--- src/rtl/fired_tag_fifo.sv ---
// fired_tag_fifo: queue of fired-neuron tags for one timestep, with duplicate suppression.
// Latency: an accepted tag is visible on src_tag the cycle after its enqueue edge; the head is first-word-fall-through.
// Backpressure: no ready signal. Enqueues arriving while full are dropped and set the sticky overflow flag.
//
// Ports:
//   clk, asyn_reset      - rising-edge clock; asynchronous active-high reset
//   flush                - synchronous clear of queue and pending bitmap (timestep boundary)
//   enq_valid, enq_tag   - fired tag from the neuron update stage
//   req_deq              - consumer pops the head this cycle (samples src_tag in the same cycle)
//   src_tag              - head entry (0 when empty)
//   fifo_empty/fifo_full - count == 0 / count == depth
//   count                - number of queued entries
//   dup_drop             - one-cycle pulse: previous cycle's enqueue was a repeat within this timestep
//   overflow, underflow  - sticky drop/empty-pop indicators, cleared only by reset
module fired_tag_fifo #(
  parameter int numneurons = 2,
  parameter int tagbits    = 1,
  parameter int depth      = 2,
  parameter int ptrbits    = 1
) (
  input  logic               clk,
  input  logic               asyn_reset,
  input  logic               flush,
  input  logic               enq_valid,
  input  logic [tagbits-1:0] enq_tag,
  input  logic               req_deq,
  output logic [tagbits-1:0] src_tag,
  output logic               fifo_empty,
  output logic               fifo_full,
  output logic [ptrbits:0]   count,
  output logic               dup_drop,
  output logic               overflow,
  output logic               underflow
);

  // The pending bitmap spans the whole tag space so any enq_tag value indexes
  // it safely; bits at or above numneurons are never set.
  localparam int                 tagspace = 1 << tagbits;
  localparam logic [tagbits:0]   tag_lim  = (tagbits+1)'(numneurons);
  localparam logic [ptrbits-1:0] ptr_last = ptrbits'(depth - 1);
  localparam logic [ptrbits:0]   cnt_full = (ptrbits+1)'(depth);

  logic [tagbits-1:0]  mem [depth];
  logic [ptrbits-1:0]  rd_ptr;
  logic [ptrbits-1:0]  wr_ptr;
  logic [ptrbits:0]    cnt;
  logic [tagspace-1:0] pending;

  logic not_empty;
  logic tag_in_range;
  logic tag_pending;
  logic enq_try;
  logic deq_ok;
  logic space_ok;
  logic enq_ok;

  // Explicit wrap so non-power-of-two depths cycle through 0..depth-1 only.
  function automatic logic [ptrbits-1:0] next_ptr(input logic [ptrbits-1:0] p);
    return (p == ptr_last) ? '0 : p + ptrbits'(1);
  endfunction

  assign not_empty    = (cnt != '0);
  assign tag_in_range = ({1'b0, enq_tag} < tag_lim);
  assign tag_pending  = pending[enq_tag];

  // enq_try: a legal tag is offered and no flush is in progress. The duplicate
  // test is applied before the space test, so a repeat seen while full only
  // raises dup_drop.
  assign enq_try  = enq_valid && !flush && tag_in_range;
  assign deq_ok   = req_deq && !flush && not_empty;
  // A full queue still accepts when the head leaves on the same edge. An empty
  // queue never bypasses: deq_ok is low there, so the enqueue alone lands.
  assign space_ok = (cnt != cnt_full) || deq_ok;
  assign enq_ok   = enq_try && !tag_pending && space_ok;

  always_ff @(posedge clk or posedge asyn_reset) begin
    if (asyn_reset) begin
      rd_ptr    <= '0;
      wr_ptr    <= '0;
      cnt       <= '0;
      pending   <= '0;
      dup_drop  <= 1'b0;
      overflow  <= 1'b0;
      underflow <= 1'b0;
    end else if (flush) begin
      // Sticky flags survive the timestep boundary.
      rd_ptr   <= '0;
      wr_ptr   <= '0;
      cnt      <= '0;
      pending  <= '0;
      dup_drop <= 1'b0;
    end else begin
      dup_drop <= enq_try && tag_pending;
      if (enq_try && !tag_pending && !space_ok) begin
        overflow <= 1'b1;
      end
      if (req_deq && !not_empty) begin
        underflow <= 1'b1;
      end
      if (enq_ok) begin
        wr_ptr           <= next_ptr(wr_ptr);
        pending[enq_tag] <= 1'b1;
      end
      // Pending bits are left set on dequeue: a neuron fires at most once per
      // timestep, so only flush re-arms it.
      if (deq_ok) begin
        rd_ptr <= next_ptr(rd_ptr);
      end
      if (enq_ok && !deq_ok) begin
        cnt <= cnt + (ptrbits+1)'(1);
      end else if (deq_ok && !enq_ok) begin
        cnt <= cnt - (ptrbits+1)'(1);
      end
    end
  end

  // Storage has no reset; stale entries are masked by cnt.
  always_ff @(posedge clk) begin
    if (enq_ok) begin
      mem[wr_ptr] <= enq_tag;
    end
  end

  assign src_tag    = not_empty ? mem[rd_ptr] : '0;
  assign fifo_empty = !not_empty;
  assign fifo_full  = (cnt == cnt_full);
  assign count      = cnt;

endmodule

--- config.mk ---
export PLATFORM = sky130hd
export DESIGN_NAME = fired_tag_fifo
export DESIGN_NICKNAME = d
export VERILOG_FILES = /design/src/rtl/fired_tag_fifo.sv
export SDC_FILE = /design/constraint.sdc
export NUM_CORES = 1
export LEC_CHECK = 0
export BUFFER_PORTS_ARGS = -buffer_cell sky130_fd_sc_hd__buf_2
export CAP_MARGIN = 20
export CORE_MARGIN = 2
export CORE_UTILIZATION = 40
export DETAILED_ROUTE_END_ITERATION = 6
export MAX_ROUTING_LAYER = met4
export PLACE_DENSITY_LB_ADDON = 0.25
export SETUP_SLACK_MARGIN = 0.3
export SLEW_MARGIN = 20
export SYNTH_ARGS = -nofsm -noshare
export SYNTH_HDL_FRONTEND = slang
export SYNTH_SLANG_ARGS = --single-unit
--- constraint.sdc ---
create_clock -name clk -period 2.2 [get_ports clk]
set_input_delay 0.44 -clock clk [delete_from_list [all_inputs] [get_ports clk]]
set_output_delay 0.44 -clock clk [all_outputs]
set_load 0.005 [all_outputs]
==> results_dict.tcl, run 1 <==
set metrics [dict create \
    outcome "finished, final reports clean" \
    grt_pass1_wl_um 1897 \
    routedWlPerCell_um 12.72 \
    rows 13 \
    reg2reg_depth 3 \
    synth_area_per_cell_um2 10.12 \
    vdd_drop_max_mv 0.4147 \
    start_util_pct 43.02 \
    die_h_um 41.64 \
    synth_top_area_share_pct 39.74 \
    fillers 129 \
    syn-num-nets 62 \
    grt_overflow 0 \
    period_share_pct 75.16 \
    netlist_instances 56 \
    final_hold_viol_count 0 \
    leakagePower_uw 0.0003221 \
    synth_cell_types 24 \
    cts_resized 0 \
    ant_nets 0 \
    htree_levels 1 \
    worstSetupStartpointType "flip-flop" \
    drv_cap 0 \
    io_buffer_count 13 \
    dr.pass1.iters 2 \
    antenna_found_initial 0 \
    clock_latency_ns 0.27 \
    max-slew-margin-rel_pct 71.20 \
    diodes 0 \
    cp_max_fo 9 \
    drive_gt1_share_pct 25.00 \
    grt.total_usage_pct 15.21 \
    power.density_nw_per_um2 670.2 \
    multi_input_area_um2 246.5 \
    clockBufferDepth 2 \
    yosysWarnings 0 \
    rsz0062_at_grt "no" \
    fin_crit_ns 1.654 \
    fin_worst_skew_ns 0.0001727 \
    ff2ff_setup_slack_ns 0.82 \
    dieArea_um2 1734 \
    syn-cell-area_um2 566.8 \
    synth_seq_cells 11 \
    io_pins 14 \
    synth_top_area_cell "dfrtp_1" \
    routed_wl_um 1107 \
    cts_root_buf "clkbuf_4" \
    critPathCaptureType "primary output" \
    max_freq_mhz 604.7 \
    regToRegEndpoint "mem[1]$_DFFE_PP_" \
    cts_setup_buffers 0 \
    cts-buffers-inserted 3 \
    gp_congestion 0.7940 \
    finalSetupTns_ns 0 \
    crit_arrival_ns 1.21 \
    drt_iter0_drc 7 \
    synth_seq_area_share_pct 50.33 \
    vias_per_cell 5.172 \
    total_power_uw 450.3 \
    final_nets 79 \
    core_um2 1318 \
    clk_pin_slew_ns 0.07 \
    crit-reg2reg-launch "pending[1]$_DFFE_PP0P_" \
    grt_max_degree 12 \
    synthTopCellsByArea "dfrtp_1 40%, edfxtp_1 11%, inv_1 5.3%" \
    ctsHoldBuffers 0 \
    drc 0 \
    crit_required_ns 1.76 \
    cts_tree "yes" \
    grt_pass1_vias 426 \
    vias 450 \
    critPathKind "reg -> out" \
    area_growth_syn_to_layout_pct 18.54 \
    fp.dieW_um 41.64 \
    tightest_slew_ns 0.4236 \
    maxSlewViolCount 0 \
    setup_violations 0 \
    clock-sinks 11 \
    min_path_type "in -> async" \
    seq_area_um2 285.3 \
]
## cell usage in the layout (no fill, tap or decap)
cell type and instances:
edfxtp_1 2, mux2i_2 1, nor2b_1 3, inv_1 8, o211ai_2 1, a21o_1 1
a31o_1 1, o2bb2ai_1 1, buf_2 13, o21ai_0 1, a311o_1 1, dfrtp_1 9
o211ai_1 3, mux2i_1 2, nor3b_1 2, nor4bb_1 1, nand2_1 3, nor2_1 6
nand4_1 1, clkbuf_4 3, and3b_1 1, xor2_1 1, o2111ai_1 1, nand2b_1 2
a21oi_1 3, clkbuf_1 1
## flip-flops by register name, indices dropped and copies added (netlist names)
| signal | flops |
|---|---|
| rd_ptr | 1 |
| pending | 2 |
| mem | 2 |
| count | 2 |
| underflow | 1 |
| dup_drop | 1 |
| overflow | 1 |
| wr_ptr | 1 |
## area by class of cell
type | instances | share of cell area [%]
multi-input combinational | 36 | 36.69
clock buffer | 4 | 3.911
sequential | 11 | 42.46
timing repair buffer | 13 | 9.683
tap | 15 | 2.793
inverter | 8 | 4.469
## how the worst max path moves through the flow
stage	from	endpoint	cells past startpoint	slack, ns
floorplan	enq_tag	mem[0]$_DFFE_PP_	3	0.83
global placement	enq_tag	mem[0]$_DFFE_PP_	4	0.61
detailed placement	enq_tag	mem[0]$_DFFE_PP_	4	0.55
CTS	count[0]$_DFFE_PP0P_	src_tag	3	0.51
global route	count[0]$_DFFE_PP0P_	src_tag	3	0.46
finish	count[0]$_DFFE_PP0P_	src_tag	3	0.55
## worst max-delay path: stages, from the launching register on
cell and delay [ns]:
dfrtp_1 0.45, nor2_1 0.28, nor2_1 0.08, buf_2 0.13
## cells by family (layout without fill, tap and decap cells)
group / Yosys count / count (layout) / share of synthesized area, %
xor+xnor: 1 / 1 / 1.546
mux: 3 / 3 / 5.960
compound gates: 13 / 13 / 17.44
flops: 11 / 11 / 50.33
simple gates: 19 / 19 / 18.54
buf+inv: 9 / 25 / 6.180
## cells in the mapped netlist (all sizes together)
cell	n
dfrtp	9
inv	8
nor2	6
o211ai	4
a21oi	3
mux2i	3
nand2	3
nor2b	3
edfxtp	2
nand2b	2
nor3b	2
a21o	1
a311o	1
a31o	1
and3b	1
buf	1
nand4	1
nor4bb	1
o2111ai	1
o21ai	1
o2bb2ai	1
xor2	1
## power by group
group / switching [uW] / leakage (uW) / internal [uW]
combinational: 40.7 / 0.000174 / 33.3
clock: 68.7 / 0.0000150 / 70.2
sequential: 13.3 / 0.000133 / 224
total: 123 / 0.000322 / 328
## metal layers
metal | share of wire, % | track usage [%]
met4 | 2.5 | 9.677
met1 | 48 | 17.78
met3 | 4.9 | 5.652
met5 | 0 | -
met2 | 44 | 21.88
## per-stage QoR
| stage | cells | instance area [um^2] | hold WS [ns] | util [%] | setup WS, ns |
|---|---|---|---|---|---|
| 6_report | 87 | 671.9 | 0.1242 | 51.00 | 0.5464 |
| 5_1_grt | 87 | 671.9 | 0.1665 | 51.00 | 0.4606 |
| 4_1_cts | 87 | 671.9 | 0.1324 | 51.00 | 0.5148 |
| 3_5_place_dp | 83 | 645.6 | 0.4281 | 49.00 | 0.5497 |
| 2_1_floorplan | 56 | 566.8 | 0.2679 | - | 0.8279 |
| 3_3_place_gp | 83 | 645.6 | 0.4191 | 49.00 | 0.6073 |
No activity file was read; power rests on OpenSTA's default activity.
==> run 2, diff against run 1 <==
Clock period 2.2 ns to 1.42 ns, I/O delays scaled along.
==> run 2 against run 1 <==
Net effect: sequential share of layout area decreased by 7.0 points; critical path depth unchanged; worst setup slack got worse by 0.43 ns; count of clock-buffer cells in the layout unchanged; sequential cell count unchanged; routed wire length increased by 8.9%; core utilization increased by 11 points.
==> results_dict.tcl, run 2 (synthesis results as in run 1) <==
set metrics [dict create \
    maxSlewViolCount 0 \
    leakagePower_uw 0.0003817 \
    worstSetupStartpointType "flip-flop" \
    ff2ff_setup_slack_ns 0.18 \
    fin_cells 97 \
    vias 508 \
    dp.cells 85 \
    crit_required_ns 1.14 \
    dieArea_um2 1734 \
    clock-sinks 11 \
    clkPwrFrac_pct 28.1 \
    grt_overflow 0 \
    rows 13 \
    power.density_nw_per_um2 926.4 \
    area_growth_syn_to_layout_pct 43.27 \
    setup_violations 0 \
    crit_arrival_ns 1.02 \
    fin_crit_ns 1.305 \
    grt_max_degree 12 \
    cts-buffers-inserted 3 \
    drc 0 \
    routedWlPerCell_um 12.42 \
    core_um2 1318 \
    clk_pin_slew_ns 0.07 \
    htree_levels 1 \
    place_worst_setup_slack_ns 0.03923 \
    layout_common_cells "13 x buf_2, 7 x inv_1, 7 x dfrtp_1, 7 x buf_4, 5 x nor2_1" \
    vias_per_cell 5.237 \
    clockBufferDepth 2 \
    ant_nets 0 \
    grt_pass1_vias 500 \
    period_share_pct 91.93 \
    fillers 108 \
    start_util_pct 43.02 \
    critPathKind "reg -> out" \
    power_frac_comb_pct 22.7 \
    tightest_slew_ns 0.3398 \
    grt_pass1_wl_um 2249 \
    cts_tree "yes" \
    min_path_type "in -> reg" \
    final_hold_viol_count 0 \
    diodes 0 \
    place_hpwl_um 789.6 \
    vdd_drop_max_mv 0.6150 \
    max_freq_mhz 766.0 \
    cts_root_buf "clkbuf_4" \
    swShare_pct 27.08 \
    antenna_found_initial 0 \
    cp_max_fo 6 \
    fin_ws_ns 0.1146 \
    routed_wl_um 1205 \
    fp.dieW_um 41.64 \
    drt_iter0_drc 7 \
    multi_input_area_um2 299.0 \
    seq_area_um2 287.8 \
    io_buffer_count 13 \
    switchingPower_uw 203.7 \
    fin_worst_skew_ns 0.002792 \
    finalSetupTns_ns 0 \
    drive_gt1_share_pct 42.68 \
    dr.pass1.iters 5 \
    p_int_uw 548.6 \
    sequentialPowerShare_pct 49.2 \
    final_nets 89 \
    clock_latency_ns 0.26 \
    rsz0062_at_grt "yes" \
    drv_cap 0 \
    critPathCaptureType "primary output" \
    max-slew-margin-rel_pct 77.32 \
    grt.total_usage_pct 18.06 \
    final_common_cell "buf_2" \
    io_pins 14 \
    gp_congestion 0.8004 \
    whs_ns 0.2919 \
    die_h_um 41.64 \
    outcome "finished, final reports clean" \
]
==> run 2: changes by cell type in the layout (fill, tap and decap cells not counted), moves of 2 or more <==
| cell | before | now |
|---|---|---|
| buf_4 | 0 | 7 |
| buf_6 | 0 | 2 |
| dfrtp_1 | 9 | 7 |
| dfrtp_2 | 0 | 2 |
==> run 2: timing repair <==
action / CTS / global route
endpoints found under the setup margin: 11 / 13
setup buffers: 6 / 1
hold endpoints to repair: 9 / 0
gates resized for setup: 10 / 4
pin swaps: 2 / 5
hold buffers: 1 / 0
==> run 2: area by class of cell <==
type                       instances  area share [%]
inverter                           8           3.698
tap                               15           2.311
timing repair buffer              23           18.49
clock buffer                       4           3.236
sequential                        11           35.44
multi-input combinational         36           36.83
==> run 2: power groups by stage <==
| stage | Sequential [uW] | Combinational, uW | Clock (uW) |
|---|---|---|---|
| 6_report | 370 | 170 | 211 |
| 5_1_grt | 375 | 192 | 239 |
| 4_1_cts | 371 | 164 | 219 |
| 3_5_place_dp | 375 | 127 | 0 |
| 3_3_place_gp | 374 | 125 | 0 |
| 2_1_floorplan | 374 | 73.0 | 0 |
==> run 2: path summary, 6_finish.rpt <==
kind / startpoint / end / cells after the start
worst max register to register: count[1]$_DFFE_PP0P_ / rd_ptr$_DFFE_PP0P_ / 5
min in group asynchronous: asyn_reset / rd_ptr$_DFFE_PP0P_ / 3
worst min-delay path: enq_tag / mem[0]$_DFFE_PP_ / 1
max in group asynchronous: asyn_reset / count[1]$_DFFE_PP0P_ / 3
worst min register to register: underflow$_DFFE_PP0P_ / underflow$_DFFE_PP0P_ / 1
worst max-delay path: count[0]$_DFFE_PP0P_ / src_tag / 3
==> run 2: layer usage <==
metal / track usage [%] / up-vias / share of wire (%)
met4: 9.677 / 0 / 0
li1: - / 248 / -
met1: 22.91 / 239 / 44
met5: - / - / 0
met2: 26.56 / 21 / 50
met3: 4.348 / 0 / 5.9
==> run 2: worst max-delay path: stages, from the launching register on <==
cell	delay, ns
dfrtp_2	0.45
nor2_4	0.14
nor2_1	0.05
buf_2	0.12
==> run 2: stage by stage <==
stage / utilization [%] / instance area, um^2 / power [uW]
detailed placement: 51.00 / 671.9 / 502.2
CTS: 60.11 / 792.0 / 753.8
finish: 61.63 / 812.0 / 752.3
floorplan: - / 578.1 / 446.7
global route: 61.63 / 812.0 / 806.0
global placement: 51.00 / 671.9 / 499.0
==> run 3, diff against run 2 <==
Settings changed: BUFFER_PORTS_ARGS -buffer_cell sky130_fd_sc_hd__buf_2 to -buffer_cell sky130_fd_sc_hd__buf_4, CTS_CLUSTER_SIZE set to 24.
==> run 3 against run 2 <==
Net effect: sequential cell count unchanged; critical path depth unchanged; fmax down 2.3%; combinational power up 3%; clock skew down 0.0021 ns; sequential share of layout area down 1.3 points; first-iteration DRC count down 14%; worst hold slack worse by 0.052 ns; via count down 1.8%; count of clock-buffer cells in the layout unchanged; cell count down 1.0%; worst setup slack worse by 0.030 ns; largest power group unchanged; highest routed layer is now met4.
==> results_dict.tcl, run 3 (synthesis results as in run 1) <==
set metrics [dict create \
    min_path_type "in -> reg" \
    grt_pass1_vias 474 \
    io_buffer_count 13 \
    grt.total_usage_pct 16.95 \
    rsz0062_at_grt "yes" \
    final_common_cell "buf_4" \
    clk_pin_slew_ns 0.07 \
    final_core_util_pct 63.91 \
    vias_per_cell 5.198 \
    max-slew-margin-rel_pct 75.04 \
    final_nets 88 \
    dr.pass1.iters 4 \
    dieArea_um2 1734 \
    drv_cap 0 \
    outcome "finished, final reports clean" \
    cts_root_buf "clkbuf_4" \
    routed_wl_um 1273 \
    finalSetupTns_ns 0 \
    leakagePower_uw 0.0003957 \
    worstSetupStartpointType "flip-flop" \
    critPathCaptureType "primary output" \
    max_freq_mhz 748.8 \
    layout_common_cells "18 x buf_4, 7 x inv_1, 7 x dfrtp_1" \
    cp_max_fo 4 \
    clock-sinks 11 \
    diodes 0 \
    routedWlPerCell_um 13.26 \
    vias 499 \
    grt_overflow 0 \
    place_hpwl_um 838.7 \
    clock_latency_ns 0.27 \
    vdd_drop_max_mv 0.5839 \
    area_growth_syn_to_layout_pct 48.57 \
    crit_arrival_ns 1.05 \
    fin_ws_ns 0.08447 \
    clockBufferDepth 2 \
    gp_congestion 0.8380 \
    antenna_found_initial 0 \
    cts_tree "yes" \
    setup_violations 0 \
    grt_max_degree 12 \
    drt_iter0_drc 6 \
    cts-buffers-inserted 3 \
    final_hold_viol_count 0 \
    core_um2 1318 \
    drc 0 \
    place_worst_setup_slack_ns 0.08545 \
    fp.dieW_um 41.64 \
    tightest_slew_ns 0.3740 \
    power.density_nw_per_um2 908.2 \
    die_h_um 41.64 \
    start_util_pct 43.02 \
    rows 13 \
    grt_pass1_wl_um 2118 \
    io_pins 14 \
    fin_crit_ns 1.336 \
    ant_nets 0 \
    htree_levels 1 \
    drive_gt1_share_pct 44.44 \
    period_share_pct 94.05 \
    crit_required_ns 1.14 \
    critPathKind "reg -> out" \
    maxSlewViolCount 0 \
    fin_worst_skew_ns 0.0007055 \
]
run 3: path summary, 6_finish.rpt:
| check | startpoint | to | slack, ns | cells after the start |
|---|---|---|---|---|
| worst min-delay path | enq_tag | mem[0]$_DFFE_PP_ | 0.24 | 1 |
| min in group asynchronous | asyn_reset | pending[0]$_DFFE_PP0P_ | 0.53 | 3 |
| worst max register to register | count[0]$_DFFE_PP0P_ | wr_ptr$_DFFE_PP0P_ | 0.14 | 4 |
| max in group asynchronous | asyn_reset | count[0]$_DFFE_PP0P_ | 0.60 | 3 |
| worst max-delay path | count[1]$_DFFE_PP0P_ | src_tag | 0.08 | 3 |
| worst min register to register | overflow$_DFFE_PP0P_ | overflow$_DFFE_PP0P_ | 0.48 | 1 |
run 3: where the power goes:
| group | internal [uW] | leakage [uW] | switching, uW |
|---|---|---|---|
| clock network | 109 | 0.0000150 | 108 |
| registers | 348 | 0.000130 | 24.5 |
| logic | 96.9 | 0.000251 | 78.0 |
| total | 554 | 0.000396 | 211 |
run 3: repair_timing:
item	in CTS	in global routing
pin swaps	2	7
hold buffers	1	0
hold endpoints to repair	9	0
setup buffers	3	3
resized for setup	7	8
endpoints found under the setup margin	11	14
run 3: critical path: stages, from the launching register on:
cell,delay (ns)
dfrtp_2,0.46
nor2_4,0.14
nor2_1,0.05
buf_4,0.13
run 3: through the flow:
step                      hold WS [ns]  total power, uW  area (um^2)  instances
after detailed placement        0.2884            517.8        704.4         85
after CTS                       0.2349            759.2        789.5         93
after global routing            0.2361            805.8        842.1         96
after global placement          0.2858            515.1        704.4         85
after floorplan                 0.1119            446.7        578.1         56
final                           0.2401            764.8        842.1         96
run 3: cell type report:
class / count / area (um^2)
clock buffers: 4 / 26.28
fillers: 109 / 475.5
inverters: 8 / 30.03
multi-input cells: 36 / 300.3
flip-flops and latches: 11 / 287.8
well taps: 15 / 18.77
repair buffers: 22 / 178.9
run 3: metal layers:
layer | part of all wire (%) | up-vias | global-route usage, %
met3 | 4.9 | 5 | 4.348
met5 | 0 | - | -
met4 | 2.7 | 0 | 12.90
met2 | 47 | 14 | 22.81
li1 | - | 246 | -
met1 | 45 | 234 | 21.57
